--- config.mk ---
export PLATFORM = sky130hd
export DESIGN_NAME = draw_layer_arbiter_flat
export DESIGN_NICKNAME = d
export VERILOG_FILES = /design/src/rtl/gold_miner_vga_pkg.sv /design/src/rtl/draw_layer_arbiter_if.sv /design/src/rtl/priority_encoder_n.sv /design/src/rtl/draw_layer_arbiter.sv /design/src/flat_wrapper.sv
export SDC_FILE = /design/constraint.sdc
export NUM_CORES = 1
export LEC_CHECK = 0
export CAP_MARGIN = 5
export CORE_MARGIN = 1
export CORE_UTILIZATION = 45
export CTS_CLUSTER_DIAMETER = 60
export DETAILED_ROUTE_END_ITERATION = 6
export PLACE_DENSITY = 0.77
export SETUP_SLACK_MARGIN = 0.05
export SLEW_MARGIN = 20
export SYNTH_ARGS = -nofsm -noshare
export SYNTH_HDL_FRONTEND = slang
export SYNTH_HIERARCHICAL = 1
export SYNTH_SLANG_ARGS = --single-unit
--- constraint.sdc ---
create_clock -name clk -period 3.3 [get_ports clk]
set_clock_uncertainty 0.1 [all_clocks]
set_input_delay 0.99 -clock clk [delete_from_list [all_inputs] [get_ports clk]]
set_output_delay 0.99 -clock clk [all_outputs]
set_load 0.02 [all_outputs]
--- src/rtl/gold_miner_vga_pkg.sv ---
// Shared definitions for the VGA drawing path: colour constants, hit-edge
// codes and the collision-latch state encoding.
package gold_miner_vga_pkg;

  localparam logic [7:0] TRANSPARENT_ENCODING   = 8'hFF;
  localparam logic [7:0] BACKGROUND_RGB_DEFAULT = 8'h00;

  // Which side of the collider bitmap was touched.
  typedef logic [2:0] hit_edge_t;
  localparam hit_edge_t EDGE_NONE   = 3'd0;
  localparam hit_edge_t EDGE_LEFT   = 3'd1;
  localparam hit_edge_t EDGE_TOP    = 3'd2;
  localparam hit_edge_t EDGE_RIGHT  = 3'd3;
  localparam hit_edge_t EDGE_BOTTOM = 3'd4;

  typedef enum logic {ARMED, LATCHED} arb_state_t;

endpackage

--- src/rtl/draw_layer_arbiter_if.sv ---
// Bundle between the bitmap drawers / game logic (master) and the
// layer arbiter (slave).
interface draw_layer_arbiter_if #(
  parameter int NUM_LAYERS  = 4,
  parameter int COUNT_WIDTH = 8
);
  import gold_miner_vga_pkg::*;

  logic                              startOfFrame;
  logic [NUM_LAYERS-1:0]             drawRequest;
  logic [NUM_LAYERS-1:0][7:0]        layerRGB;
  hit_edge_t                         hookHitEdge;
  logic [NUM_LAYERS-1:0]             layerEnableCfg;
  logic [7:0]                        RGBOut;
  logic                              collision;
  logic [NUM_LAYERS-2:0]             collisionMask;
  hit_edge_t                         collisionEdge;
  logic [COUNT_WIDTH-1:0]            collisionCount;

  modport master (
    output startOfFrame, drawRequest, layerRGB, hookHitEdge, layerEnableCfg,
    input  RGBOut, collision, collisionMask, collisionEdge, collisionCount
  );

  modport slave (
    input  startOfFrame, drawRequest, layerRGB, hookHitEdge, layerEnableCfg,
    output RGBOut, collision, collisionMask, collisionEdge, collisionCount
  );

endinterface

--- src/rtl/priority_encoder_n.sv ---
// Lowest-set-index encoder: index 0 wins. any is low when nothing requests,
// in which case idx is 0 and must be ignored.
module priority_encoder_n #(
  parameter int N = 4
) (
  input  logic [N-1:0]         req,
  output logic [$clog2(N)-1:0] idx,
  output logic                 any
);
  localparam int IW = $clog2(N);

  // Scan from the top down so the lowest requesting index is the last write.
  always_comb begin
    idx = '0;
    any = 1'b0;
    for (int i = N - 1; i >= 0; i--) begin
      if (req[i]) begin
        idx = IW'(i);
        any = 1'b1;
      end
    end
  end

endmodule

--- src/rtl/draw_layer_arbiter.sv ---
// Fixed-priority mux of the bitmap layers onto the VGA pixel, plus a
// per-frame collision latch between layer 0 (hook) and every other layer.
// A frame's collision summary is published on the cycle after the
// startOfFrame that closes it.
module draw_layer_arbiter
  import gold_miner_vga_pkg::*;
#(
  parameter int         NUM_LAYERS     = 4,
  parameter logic [7:0] BACKGROUND_RGB = BACKGROUND_RGB_DEFAULT,
  parameter int         COUNT_WIDTH    = 8
) (
  input logic                clk,
  input logic                resetN,
  draw_layer_arbiter_if.slave bus
);
  localparam int IW = $clog2(NUM_LAYERS);

  logic [NUM_LAYERS-1:0]  shadow_q, shadow_now, eff;
  logic [NUM_LAYERS-2:0]  others;
  logic                   cp, rpt;
  logic [IW-1:0]          win_idx;
  logic                   win_any;

  arb_state_t             state_q, state_d;
  hit_edge_t              edge_q, edge_d;
  logic [NUM_LAYERS-2:0]  mask_q, mask_d;
  logic [COUNT_WIDTH-1:0] cnt_q, cnt_d;

  logic [7:0]             rgb_q;
  logic                   coll_q;
  logic [NUM_LAYERS-2:0]  rmask_q;
  hit_edge_t              redge_q;
  logic [COUNT_WIDTH-1:0] rcnt_q;

  // A new enable mask takes effect on the startOfFrame cycle itself.
  assign shadow_now = bus.startOfFrame ? bus.layerEnableCfg : shadow_q;
  assign eff        = bus.drawRequest & shadow_now;
  assign others     = eff[NUM_LAYERS-1:1];
  assign cp         = eff[0] & (|others);
  assign rpt        = bus.startOfFrame & (state_q == LATCHED);

  priority_encoder_n #(.N(NUM_LAYERS)) u_penc (
    .req (eff),
    .idx (win_idx),
    .any (win_any)
  );

  // Enable shadow: only reloaded at frame boundaries to avoid tearing.
  always_ff @(posedge clk or negedge resetN) begin
    if (!resetN)                shadow_q <= '1;
    else if (bus.startOfFrame)  shadow_q <= bus.layerEnableCfg;
  end

  // Registered pixel colour, one cycle behind the requests.
  always_ff @(posedge clk or negedge resetN) begin
    if (!resetN)      rgb_q <= BACKGROUND_RGB;
    else if (win_any) rgb_q <= bus.layerRGB[win_idx];
    else              rgb_q <= BACKGROUND_RGB;
  end

  // Collision FSM state and per-frame accumulators.
  always_ff @(posedge clk or negedge resetN) begin
    if (!resetN) begin
      state_q <= ARMED;
      edge_q  <= '0;
      mask_q  <= '0;
      cnt_q   <= '0;
    end else begin
      state_q <= state_d;
      edge_q  <= edge_d;
      mask_q  <= mask_d;
      cnt_q   <= cnt_d;
    end
  end

  // Next state: a frame boundary clears first, then a collision pixel on
  // that same cycle seeds the new frame as its first hit.
  always_comb begin
    state_d = state_q;
    edge_d  = edge_q;
    mask_d  = mask_q;
    cnt_d   = cnt_q;
    if (bus.startOfFrame) begin
      state_d = ARMED;
      edge_d  = '0;
      mask_d  = '0;
      cnt_d   = '0;
    end
    if (cp) begin
      if (bus.startOfFrame || state_q == ARMED) begin
        state_d = LATCHED;
        edge_d  = bus.hookHitEdge;
        mask_d  = others;
        cnt_d   = COUNT_WIDTH'(1);
      end else begin
        mask_d = mask_q | others;
        cnt_d  = (&cnt_q) ? cnt_q : cnt_q + 1'b1;
      end
    end
  end

  // Report registers: pulse plus held summary of the closed frame.
  always_ff @(posedge clk or negedge resetN) begin
    if (!resetN) begin
      coll_q  <= 1'b0;
      rmask_q <= '0;
      redge_q <= '0;
      rcnt_q  <= '0;
    end else begin
      coll_q <= rpt;
      if (rpt) begin
        rmask_q <= mask_q;
        redge_q <= edge_q;
        rcnt_q  <= cnt_q;
      end
    end
  end

  assign bus.RGBOut         = rgb_q;
  assign bus.collision      = coll_q;
  assign bus.collisionMask  = rmask_q;
  assign bus.collisionEdge  = redge_q;
  assign bus.collisionCount = rcnt_q;

endmodule

--- src/flat_wrapper.sv ---
// flat-port wrapper written by rule: the top's interface ports become plain ports
module draw_layer_arbiter_flat import gold_miner_vga_pkg::*;
#(
  parameter int         NUM_LAYERS     = 4,
  parameter logic [7:0] BACKGROUND_RGB = BACKGROUND_RGB_DEFAULT,
  parameter int         COUNT_WIDTH    = 8
)
  (clk, resetN, bus_startOfFrame, bus_drawRequest, bus_layerRGB, bus_hookHitEdge, bus_layerEnableCfg, bus_RGBOut, bus_collision, bus_collisionMask, bus_collisionEdge, bus_collisionCount);
  draw_layer_arbiter_if #(.NUM_LAYERS(NUM_LAYERS), .COUNT_WIDTH(COUNT_WIDTH)) bus_i ();
  input logic clk;
  input logic resetN;
  input wire logic [$bits(bus_i.startOfFrame)-1:0] bus_startOfFrame;
  input wire logic [$bits(bus_i.drawRequest)-1:0] bus_drawRequest;
  input wire logic [$bits(bus_i.layerRGB)-1:0] bus_layerRGB;
  input wire logic [$bits(bus_i.hookHitEdge)-1:0] bus_hookHitEdge;
  input wire logic [$bits(bus_i.layerEnableCfg)-1:0] bus_layerEnableCfg;
  output wire logic [$bits(bus_i.RGBOut)-1:0] bus_RGBOut;
  output wire logic [$bits(bus_i.collision)-1:0] bus_collision;
  output wire logic [$bits(bus_i.collisionMask)-1:0] bus_collisionMask;
  output wire logic [$bits(bus_i.collisionEdge)-1:0] bus_collisionEdge;
  output wire logic [$bits(bus_i.collisionCount)-1:0] bus_collisionCount;
  assign bus_i.startOfFrame = bus_startOfFrame;
  assign bus_i.drawRequest = bus_drawRequest;
  assign bus_i.layerRGB = bus_layerRGB;
  assign bus_i.hookHitEdge = bus_hookHitEdge;
  assign bus_i.layerEnableCfg = bus_layerEnableCfg;
  assign bus_RGBOut = bus_i.RGBOut;
  assign bus_collision = bus_i.collision;
  assign bus_collisionMask = bus_i.collisionMask;
  assign bus_collisionEdge = bus_i.collisionEdge;
  assign bus_collisionCount = bus_i.collisionCount;
  draw_layer_arbiter #(.NUM_LAYERS(NUM_LAYERS), .BACKGROUND_RGB(BACKGROUND_RGB), .COUNT_WIDTH(COUNT_WIDTH)) u_core (.clk(clk), .resetN(resetN), .bus(bus_i));
endmodule
==> results of run 1 <==
-- flip-flops by register name, summed over array words and instances, names as in the netlist --
register	flops
u_core/bus.collisionMask	3
u_core/shadow_q	4
u_core/bus.RGBOut	8
u_core/mask_q	3
u_core/cnt_q	8
u_core/edge_q	3
u_core/bus.collisionCount	8
u_core/state_q	1
u_core/bus.collision	1
u_core/bus.collisionEdge	3
-- how the worst min path moves through the flow --
stage,to,slack (ns),depth (start not counted),start
floorplan,u_core/mask_q[0]$_DFFE_PN0P_,0.36,1,u_core/mask_q[0]$_DFFE_PN0P_
global placement,u_core/edge_q[1]$_DFF_PN0_,0.39,1,u_core/edge_q[1]$_DFF_PN0_
detailed placement,u_core/edge_q[1]$_DFF_PN0_,0.39,1,u_core/edge_q[1]$_DFF_PN0_
CTS,u_core/edge_q[1]$_DFF_PN0_,0.41,1,u_core/edge_q[1]$_DFF_PN0_
global route,u_core/bus.collisionMask[0]$_DFFE_PN0P_,0.43,1,u_core/bus.collisionMask[0]$_DFFE_PN0P_
finish,u_core/bus.collisionCount[3]$_DFFE_PN0P_,0.41,1,u_core/bus.collisionCount[3]$_DFFE_PN0P_
-- worst max-delay path, stage by stage --
cell             delay (ns)
clkdlybuf4s50_1        0.40
mux2_4                 0.27
and2_1                 0.19
nand2b_1               0.16
a21oi_2                0.19
buf_12                 0.16
mux4_2                 0.49
and2_1                 0.16
-- power by group through the flow --
stage | clock [mW] | sequential (mW) | combinational, mW
after floorplan | 0 | 0.642 | 0.120
after global placement | 0 | 0.599 | 0.336
after detailed placement | 0 | 0.601 | 0.346
after CTS | 0.330 | 0.592 | 0.347
after global routing | 0.359 | 0.598 | 0.366
final | 0.315 | 0.592 | 0.343
-- cell usage in the layout (no fill, tap or decap), types with 2 or more instances in the layout --
master and count:
nand2_1 7, nand3_1 2, mux2_4 2, buf_4 13
mux2_2 16, a22o_1 6, inv_1 5, o21ai_0 2
dfstp_2 4, and2_1 11, nor2b_1 3, nor3_1 6
nand4_1 2, mux4_2 8, clkdlybuf4s50_1 66, nor2_1 6
and3_1 2, clkbuf_8 5, dfrtp_1 38, nand3b_1 3
a221o_1 5, a21oi_1 2
-- cells by family after synthesis --
kind of cell,share of synthesized area
muxes,0.197
DFF,0.534
adders and majority gates,0.00632
buffers and inverters,0.0247
AOI/OAI and AO/OA,0.103
and+or+nand+nor,0.135
-- timing repair --
item                                    CTS  global route
gates resized for setup                   1             1
endpoints found under the setup margin    8            10
buffers inserted                          0             0
-- routing by layer --
layer | GRT usage | vias to the layer above | part of all wire
li1 | - | 732 | -
met1 | 0.244 | 786 | 0.42
met2 | 0.360 | 64 | 0.51
met3 | 0.0467 | 5 | 0.054
met4 | 0.102 | 0 | 0.013
met5 | 0 | - | 0
-- layout make-up --
type / count / area share
clock buffer: 6 / 0.0250
inverter: 5 / 0.00647
clock inverter: 2 / 0.00475
tap: 50 / 0.0216
timing repair buffer: 82 / 0.274
multi-input combinational: 99 / 0.303
sequential: 42 / 0.364
-- stage by stage --
stage | hold WS [ns] | worst slack, ns | total power [mW] | setup TNS, ns
detailed placement | 0.393 | -0.474 | 0.947 | -5.17
global route | 0.433 | 0.309 | 1.32 | 0
global placement | 0.386 | -0.333 | 0.935 | -3.40
CTS | 0.411 | 0.0880 | 1.27 | 0
floorplan | 0.362 | 0.100 | 0.761 | 0
finish | 0.408 | 0.381 | 1.25 | 0
==> impl_metrics.csv, run 1 <==
group,metric,value,unit
global_route,grt_pass1_vias,1583,
yosys,ys_types,37,
global_route,grt_overflow_total,0,
yosys,ys_ff_latch,42,
floorplanning,die_area,4670,um^2
yosys,syn-num-nets,198,
pwr,power.internal,914,uW
clock_network,cts_root_buf,"clkbuf_8",
setup_path,crit_end,"u_core/bus.RGBOut[5]$_DFF_PN0_",
sta,rsz0062_at_grt,"no",
clock_network,clockBufferDepth,2,
global_route,grt_pass1_wl,6.96,mm
final_layout,final_cells,286,
clock_network,cts.clk_slew.worst_paths,0.07,ns
routing,postRouteWirelength,4.40,mm
outcome,outcome,"finished clean",
yosys,ys_warn_count,6,
yosys,syn_inst,151,
clock_network,numCtsBuffers,5,
yosys,synth_top_area_frac,0.480,
routing,drcViolationCount,0,
routing,drt_iter0_markers,134,
clock_network,cts_sinks,42,
pwr,p_comb_frac,0.275,
clock_network,postCtsHoldBufs,0,
sta,hold_viol,0,
setup_path,startpoint,"bus_layerEnableCfg[2]",
yosys,synth_ff_type,"dfrtp_1",
global_route,grt_use_total,0.209,
sta,layout_min_cycle_time,2.92,ns
placed_design,post-place-cells,278,
setup_path,r2r_end,"u_core/bus.RGBOut[5]$_DFF_PN0_",
yosys,synth_top_cell_by_area,"dfrtp_1",
clock_network,cts_tree,"done",
setup_path,timing.rr.start,"u_core/shadow_q[3]$_DFF_PN1_",
pwr,p_leak,1.29,nW
final_layout,fin_util,0.704,
routing,num_vias,1587,
setup_path,timing_worst_setup_path_type,"in -> reg",
floorplanning,start_util,0.481,
pwr,p_sw_frac,0.269,
min_path,min_path_type,"reg -> reg",
final_layout,multiInputGateArea,880,um^2
final_layout,drive_gt1_frac,0.233,
sta,setup_viol,0,
final_layout,fin_area,2900,um^2
yosys,syn-cell-area,1980,um^2
setup_path,start_kind,"input port",
sta,fmax,343,MHz
routing,dr.pass1.iters,4,
clock_network,htree_levels,2,
pwr,pwr-share-clk,0.252,
sta,relSlewSlack,0.401,
yosys,async_flop_share,1.00,
floorplanning,dieHeight,68.3,um
floorplanning,std_cell_rows,23,
floorplanning,coreArea,4120,um^2
yosys,seq_area_frac_synth,0.534,
final_layout,seq_area,1060,um^2
sta,period_share,0.884,
pwr,p_switching,337,uW
yosys,synth.area.top_cells,"dfrtp_1 (48%), mux2_2 (9.1%), mux4_2 (9.1%)",
sta,drv_slew,0,
setup_path,worstPathRequired,3.39,ns
clock_network,clk_latency,0.29,ns
yosys,synth-edff-count,0,
routing,wl_per_cell,15.4,um
floorplanning,die_w,68.3,um
placed_design,numPortBuffers,68,
pwr,power_density,431,nW/um^2
yosys,synthMostInstantiatedCell,"dfrtp_1",
final_layout,num_antenna_cells,0,
final_layout,area_growth,46.5,%
flow_run,cap_violations,0,
placed_design,dp_hpwl,3.39,mm
setup_path,r2r_setup_slack,1.06,ns
setup_path,worstPathArrival,3.00,ns
final_layout,nNetsFinal,282,
setup_path,critPathCaptureType,"flop",
floorplanning,ios,69,
yosys,netlist_top_cells_count,"dfrtp_1 (38), mux2_2 (16), and2_1 (11), mux4_2 (8)",
pwr,seq_power_share,0.474,
sta,tightest_slew,0.899,ns
yosys,syn_avg_cell_area,13.1,um^2
global_route,antenna_found_initial,0,
setup_path,cp_max_fo,8,
routing,vias_per_cell,5.55,
global_route,grt_max_degree,43,
final_layout,nFillCells,294,
pwr,vdd_drop_max,0.240,mV
setup_path,rr_worst_depth,8,
placed_design,globalplace.congestion,0.834,
routing,detail-route-antenna-nets,0,
placed_design,placed_area,2810,um^2
Note: power is estimated with default switching activity, not from simulation.
==> inputs of run 2 (changes only) <==
--- a/config.mk
+++ b/config.mk
@@ -5,12 +5,13 @@
 export SDC_FILE = /design/constraint.sdc
 export NUM_CORES = 1
 export LEC_CHECK = 0
+export ABC_AREA = 1
 export CAP_MARGIN = 5
 export CORE_MARGIN = 1
-export CORE_UTILIZATION = 45
+export CORE_UTILIZATION = 41
 export CTS_CLUSTER_DIAMETER = 60
 export DETAILED_ROUTE_END_ITERATION = 6
-export PLACE_DENSITY = 0.77
+export PLACE_DENSITY = 0.72
 export SETUP_SLACK_MARGIN = 0.05
 export SLEW_MARGIN = 20
 export SYNTH_ARGS = -nofsm -noshare
==> constraint.sdc (replaced) <==
create_clock -name clk -period 2.6 [get_ports clk]
set_clock_uncertainty 0.1 [all_clocks]
set_input_delay 0.78 -clock clk [delete_from_list [all_inputs] [get_ports clk]]
set_output_delay 0.78 -clock clk [all_outputs]
set_load 0.02 [all_outputs]
==> run 2 against run 1 <==
Sequential share of layout area decreased by 2.2 points. Global-route usage decreased by 1.1 points. Non-clock buffer count increased by 1. First-iteration DRC count decreased by 11%. Cell count increased by 49%. Flip-flop and latch count unchanged. Highest routed layer unchanged. Via count increased by 29%. Critical path type unchanged. Routed wire length increased by 7.5%. Register-to-register slack got worse by 0.34 ns. Final area increased by 6.4%. Total power increased by 33%.
==> impl_metrics.csv, run 2 <==
group,metric,value,unit
routing,wl_met2,2.19,mm
floorplanning,die_area,5430,um^2
sta,layout_min_cycle_time,2.33,ns
pwr,p_switching,462,uW
routing,drt_iter0_markers,119,
routing,wl_met1,2.14,mm
global_route,antenna_found_initial,0,
routing,top_layer,"met4",
clock_network,cts_tree,"done",
pwr,power.internal,1.21,mW
yosys,synth.area.top_cells,"dfrtp_1 (45%), nand2_1 (14%), o21ai_0 (8.8%)",
pwr,seq_power_share,0.442,
sta,rsz0062_at_grt,"no",
yosys,netlist_top_cells_count,"nand2_1 (80), nor2_1 (44), dfrtp_1 (38), o21ai_0 (37), inv_1 (27)",
routing,drcViolationCount,0,
floorplanning,std_cell_rows,25,
placed_design,dp_slack,-0.190,ns
yosys,ys_ff_latch,42,
global_route,grt_pass1_wl,8.28,mm
min_path,min_path_type,"in -> async",
pwr,p_sw_frac,0.277,
clock_network,cts_sinks,42,
clock_network,postCtsHoldBufs,0,
setup_path,critPathMaxStageDelay,0.45,ns
yosys,syn_avg_cell_area,7.67,um^2
floorplanning,die_w,73.7,um
routing,postRouteWirelength,4.73,mm
routing,vias_per_cell,4.80,
yosys,ys_types,23,
routing,num_vias,2049,
yosys,async_flop_share,1.00,
pwr,pwr-share-clk,0.303,
setup_path,cp_max_fo,15,
sta,setup_viol,0,
yosys,syn_inst,275,
final_layout,nNetsFinal,406,
clock_network,clockBufferDepth,2,
clock_network,cts_root_buf,"clkbuf_8",
final_layout,area_growth,46.4,%
yosys,syn-num-nets,322,
yosys,syn-cell-area,2110,um^2
global_route,grt_max_degree,27,
setup_path,path_cells,"clkdlybuf4s50_1 -> inv_1 -> nand2_1 -> nand3_2 -> inv_1 -> inv_1 -> a21oi_2 -> buf_12 -> buf_4 -> nor2_1 -> nor2_1 -> o21ai_0 -> a21oi_1",
setup_path,worstPathArrival,2.45,ns
clock_network,clk_latency,0.29,ns
placed_design,globalplace.congestion,0.807,
routing,wl_met3,375,um
setup_path,cpMostUsedCell,"inv_1",
routing,dr.pass1.iters,4,
setup_path,timing_worst_setup_path_type,"in -> reg",
floorplanning,ios,69,
clock_network,cts_setup_buffers,0,
sta,tightest_slew,0.542,ns
yosys,synth_top_cell_by_area,"dfrtp_1",
global_route,grt_overflow_total,0,
sta,period_share,0.896,
sta,relSlewSlack,0.639,
flow_run,cap_violations,0,
final_layout,mostFrequentLayoutCells,"nand2_1 (80), clkdlybuf4s50_1 (66), nor2_1 (44)",
final_layout,nFillCells,432,
final_layout,drive_gt1_frac,0.125,
setup_path,cp_slowest_cell,"clkdlybuf4s50_1",
sta,hold_ws,0.364,ns
yosys,seq_area_frac_synth,0.501,
final_layout,num_antenna_cells,0,
yosys,synth-edff-count,0,
yosys,synth_ff_type,"dfrtp_1",
setup_path,start_kind,"input port",
floorplanning,dieHeight,73.7,um
final_layout,final_common_cell,"nand2_1",
outcome,outcome,"finished clean",
sta,fmax,429,MHz
routing,wl_per_cell,11.1,um
yosys,synth_top_area_frac,0.451,
global_route,grt_pass1_vias,1935,
placed_design,numPortBuffers,68,
clock_network,htree_levels,2,
floorplanning,coreArea,4850,um^2
pwr,p_leak,1.47,nW
routing,detail-route-antenna-nets,0,
pwr,vdd_drop_max,0.242,mV
yosys,synthMostInstantiatedCell,"nand2_1",
global_route,grt_use_total,0.198,
pwr,total_power,1.67,mW
setup_path,worstPathRequired,2.72,ns
placed_design,dp_hpwl,3.69,mm
sta,drv_slew,0,
yosys,ys_warn_count,6,
sta,hold_viol,0,
pwr,p_comb_frac,0.256,
sta,setup_slack,0.270,ns
clock_network,numCtsBuffers,5,
final_layout,fin_util,0.636,
floorplanning,start_util,0.435,
clock_network,cts.clk_slew.worst_paths,0.08,ns
setup_path,critPathCaptureType,"flop",
pwr,power_density,541,nW/um^2
[run 2: changes by cell type in the layout (fill, tap and decap cells not counted), sizes merged, moves of 8 or more]
cell	before	now
mux4	8	0
nor2	6	46
and2	11	0
nand2	7	84
mux2	18	0
inv	5	32
nand3	2	12
o21ai	2	37
[run 2: metal layers]
| layer | vias to the layer above | GRT usage |
|---|---|---|
| li1 | 1027 | - |
| met1 | 933 | 0.239 |
| met2 | 85 | 0.341 |
| met3 | 4 | 0.0645 |
| met4 | 0 | 0.0449 |
| met5 | - | 0 |
[run 2: area by class of cell]
cell class	count	area, um^2	area share
Timing Repair Buffer	83	803	0.260
Tap cell	67	83.8	0.0272
Inverter	32	123	0.0397
Multi-Input combinational cell	195	910	0.295
Clock inverter	2	37.5	0.0122
Sequential cell	42	1060	0.342
Clock buffer	6	72.6	0.0235
[run 2: stage by stage]
step	area (um^2)	std cells	setup TNS [ns]
global placement	2970	419	-0.907
finish	3090	427	0
floorplan	2110	275	0
detailed placement	2970	419	-1.44
global route	3090	427	0
CTS	3080	427	0
[run 2: cell families (layout without fill, tap and decap cells)]
logic type      after synthesis  count (layout)  share of synthesized area
compound gates               47              47                      0.120
fa+ha+maj                     1               1                    0.00593
buf+inv                      38             123                     0.0700
flops                        42              42                      0.501
simple gates                147             147                      0.303
[run 2: final timing paths]
check / slack, ns / cells after the start / start / endpoint
max: 0.27 / 13 / bus_layerEnableCfg[1] / u_core/bus.RGBOut[6]$_DFF_PN0_
min: 0.36 / 1 / resetN / u_core/mask_q[2]$_DFFE_PN0P_
max reg2reg: 0.72 / 12 / u_core/shadow_q[1]$_DFF_PN1_ / u_core/bus.RGBOut[6]$_DFF_PN0_
min reg2reg: 0.38 / 2 / u_core/bus.collisionCount[2]$_DFFE_PN0P_ / u_core/bus.collisionCount[2]$_DFFE_PN0P_
max in group asynchronous: 1.42 / 2 / resetN / u_core/shadow_q[3]$_DFF_PN1_
min in group clk: 0.38 / 2 / u_core/bus.collisionCount[2]$_DFFE_PN0P_ / u_core/bus.collisionCount[2]$_DFFE_PN0P_
[run 2: power by group through the flow]
stage / Clock [mW] / Combinational (mW) / Sequential, mW
floorplan: 0 / 0.147 / 0.798
global placement: 0 / 0.421 / 0.749
detailed placement: 0 / 0.426 / 0.750
CTS: 0.516 / 0.429 / 0.738
global route: 0.542 / 0.469 / 0.744
finish: 0.505 / 0.427 / 0.737
[run 2: timing repair]
item                                    in CTS  in global routing
gates resized for setup                      0                  2
endpoints found under the setup margin       0                  8
endpoints found under the hold margin        0                  0
[run 2: critical path: cells and delay by family]
kind / cells / cell delay, ns
buffers and inverters: 6 / 0.94
and+or+nand+nor: 4 / 0.31
AOI/OAI and AO/OA: 3 / 0.41
==> inputs of run 3 (changes only) <==
--- a/config.mk
+++ b/config.mk
@@ -11,6 +11,7 @@
 export CORE_UTILIZATION = 41
 export CTS_CLUSTER_DIAMETER = 60
 export DETAILED_ROUTE_END_ITERATION = 6
+export GPL_TIMING_DRIVEN = 0
 export PLACE_DENSITY = 0.72
 export SETUP_SLACK_MARGIN = 0.05
 export SLEW_MARGIN = 20
==> run 3 against run 2 <==
Flip-flop and latch count stayed put. Routed wire length shrank 3.9%. Largest power group unchanged. Global-route usage up 0.15 points. Via count is 5.5% lower. Register-to-register slack worse by 0.06 ns. Combinational power down 4.9%.
==> impl_metrics.csv, run 3 (synthesized netlist as in run 2, its figures left out) <==
group,metric,value,unit
setup_path,worstPathArrival,2.45,ns
floorplanning,coreArea,4850,um^2
clock_network,numCtsBuffers,5,
placed_design,dp_slack,-0.635,ns
pwr,vdd_drop_max,0.357,mV
sta,setup_viol,0,
final_layout,num_antenna_cells,0,
clock_network,clockBufferDepth,2,
setup_path,start_kind,"input port",
setup_path,critPathMaxStageDelay,0.45,ns
flow_run,cap_violations,0,
clock_network,cts_sinks,42,
routing,detail-route-antenna-nets,0,
final_layout,drive_gt1_frac,0.0992,
floorplanning,start_util,0.435,
placed_design,numPortBuffers,68,
global_route,grt_pass1_vias,1907,
floorplanning,die_area,5430,um^2
clock_network,cts_tree,"done",
sta,fmax,418,MHz
outcome,outcome,"finished clean",
floorplanning,ios,69,
pwr,pwr-share-clk,0.255,
routing,dr.pass1.iters,4,
routing,vias_per_cell,4.61,
placed_design,globalplace.congestion,0.786,
pwr,power.internal,1.09,mW
sta,hold_ws,0.306,ns
sta,relSlewSlack,0.732,
floorplanning,die_w,73.7,um
setup_path,worstPathRequired,2.66,ns
setup_path,timing_worst_setup_path_type,"in -> reg",
global_route,gr-usage-met2,0.347,
floorplanning,dieHeight,73.7,um
final_layout,nFillCells,452,
routing,drcViolationCount,0,
final_layout,fin_util,0.616,
pwr,p_leak,1.42,nW
sta,hold_viol,0,
routing,postRouteWirelength,4.54,mm
routing,wl_per_cell,10.8,um
floorplanning,std_cell_rows,25,
setup_path,cp_slowest_cell,"clkdlybuf4s50_1",
global_route,busiest_layer,"met2",
global_route,grt_use_met3,0.0562,
pwr,seq_power_share,0.480,
routing,num_vias,1937,
clock_network,htree_levels,2,
placed_design,dp_hpwl,3.59,mm
sta,layout_min_cycle_time,2.39,ns
setup_path,cp_max_fo,10,
sta,period_share,0.921,
routing,drt_iter0_markers,80,
pwr,power_density,513,nW/um^2
clock_network,cts_root_buf,"clkbuf_8",
global_route,grt_max_degree,27,
min_path,min_path_type,"in -> async",
sta,drv_slew,0,
final_layout,mostFrequentLayoutCells,"nand2_1 (80), clkdlybuf4s50_1 (66), nor2_1 (44)",
pwr,p_comb_frac,0.265,
pwr,p_sw_frac,0.288,
final_layout,final_common_cell,"nand2_1",
final_layout,nNetsFinal,399,
setup_path,path_cells,"clkdlybuf4s50_1 -> inv_1 -> nand2_1 -> nand3_2 -> inv_1 -> inv_1 -> a21oi_2 -> buf_4 -> inv_2 -> buf_2 -> o21ai_0 -> a21oi_1",
sta,setup_slack,0.205,ns
clock_network,cts.clk_slew.worst_paths,0.08,ns
final_layout,area_growth,41.7,%
setup_path,cpMostUsedCell,"inv_1",
global_route,antenna_found_initial,0,
sta,setup_tns,0,ns
global_route,grt_pass1_wl,8.25,mm
clock_network,clk_latency,0.29,ns
setup_path,critPathCaptureType,"flop",
global_route,grt_overflow_total,0,
global_route,grt_use_total,0.199,
pwr,p_switching,441,uW
sta,rsz0062_at_grt,"yes",
global_route,use_met1,0.238,
sta,tightest_slew,0.402,ns
==> run 3: cell types whose count changed in the layout (fill, tap and decap cells not counted), sizes merged <==
cell | previous run | this run
buf | 16 | 6
clkbuf | 6 | 9
clkinv | 0 | 2
bufinv | 1 | 0
clkdlybuf4s15 | 0 | 1
clkinvlp | 1 | 0
dlymetal6s2s | 1 | 0
==> run 3: layout make-up <==
cell class / count / area, um^2 / share of cell area
repair buffers: 70 / 703 / 0.235
well taps: 67 / 83.8 / 0.0281
inverters: 32 / 123 / 0.0410
clock inverters: 2 / 10.0 / 0.00335
plain buffers: 6 / 35.0 / 0.0117
clock buffers: 6 / 72.6 / 0.0243
multi-input cells: 195 / 905 / 0.303
flip-flops and latches: 42 / 1060 / 0.353
==> run 3: worst max-delay path, delay by kind of cell <==
kind	cells	cell delay [ns]
buffers and inverters	7	1.06
AND/OR/NAND/NOR	2	0.20
AO/OA/AOI/OAI	3	0.39
==> run 3: routing by layer <==
layer / share of wire / vias to the layer above
li1: - / 1015
met2: 0.47 / 61
met4: 0.011 / 0
met5: 0 / -
met1: 0.45 / 855
met3: 0.068 / 6
==> run 3: repair_timing <==
item	CTS	global route
endpoints found under the setup margin	8	8
setup buffers	0	1
resized for setup	3	14
hold buffers	0	0
==> run 3: worst paths after layout <==
kind                                         startpoint                                       end  slack [ns]  cells past startpoint
min                                              resetN  u_core/bus.collisionCount[2]$_DFFE_PN0P_        0.31                      1
max reg2reg                u_core/shadow_q[1]$_DFF_PN1_            u_core/bus.RGBOut[3]$_DFF_PN0_        0.66                     11
max in group asynchronous                        resetN              u_core/shadow_q[0]$_DFF_PN1_        1.55                      2
min in group clk             u_core/edge_q[2]$_DFF_PN0_   u_core/bus.collisionEdge[2]$_DFFE_PN0P_        0.38                      2
min reg2reg                  u_core/edge_q[2]$_DFF_PN0_   u_core/bus.collisionEdge[2]$_DFFE_PN0P_        0.38                      2
max                               bus_layerEnableCfg[1]            u_core/bus.RGBOut[3]$_DFF_PN0_        0.21                     12
==> run 3: metrics by stage <==
step	power [mW]	instance area [um^2]	std cells
after global routing	1.63	2990	420
after global placement	1.14	2870	410
after CTS	1.55	2970	419
after floorplan	0.945	2110	275
final	1.53	2990	420
after detailed placement	1.15	2890	411
==> run 3: power groups by stage <==
stage          Sequential [mW]  Clock (mW)  Combinational [mW]
5_1_grt                  0.743       0.435               0.453
3_5_place_dp             0.748           0               0.403
6_report                 0.736       0.391               0.406
3_3_place_gp             0.746           0               0.396
4_1_cts                  0.736       0.410               0.405
2_1_floorplan            0.798           0               0.147
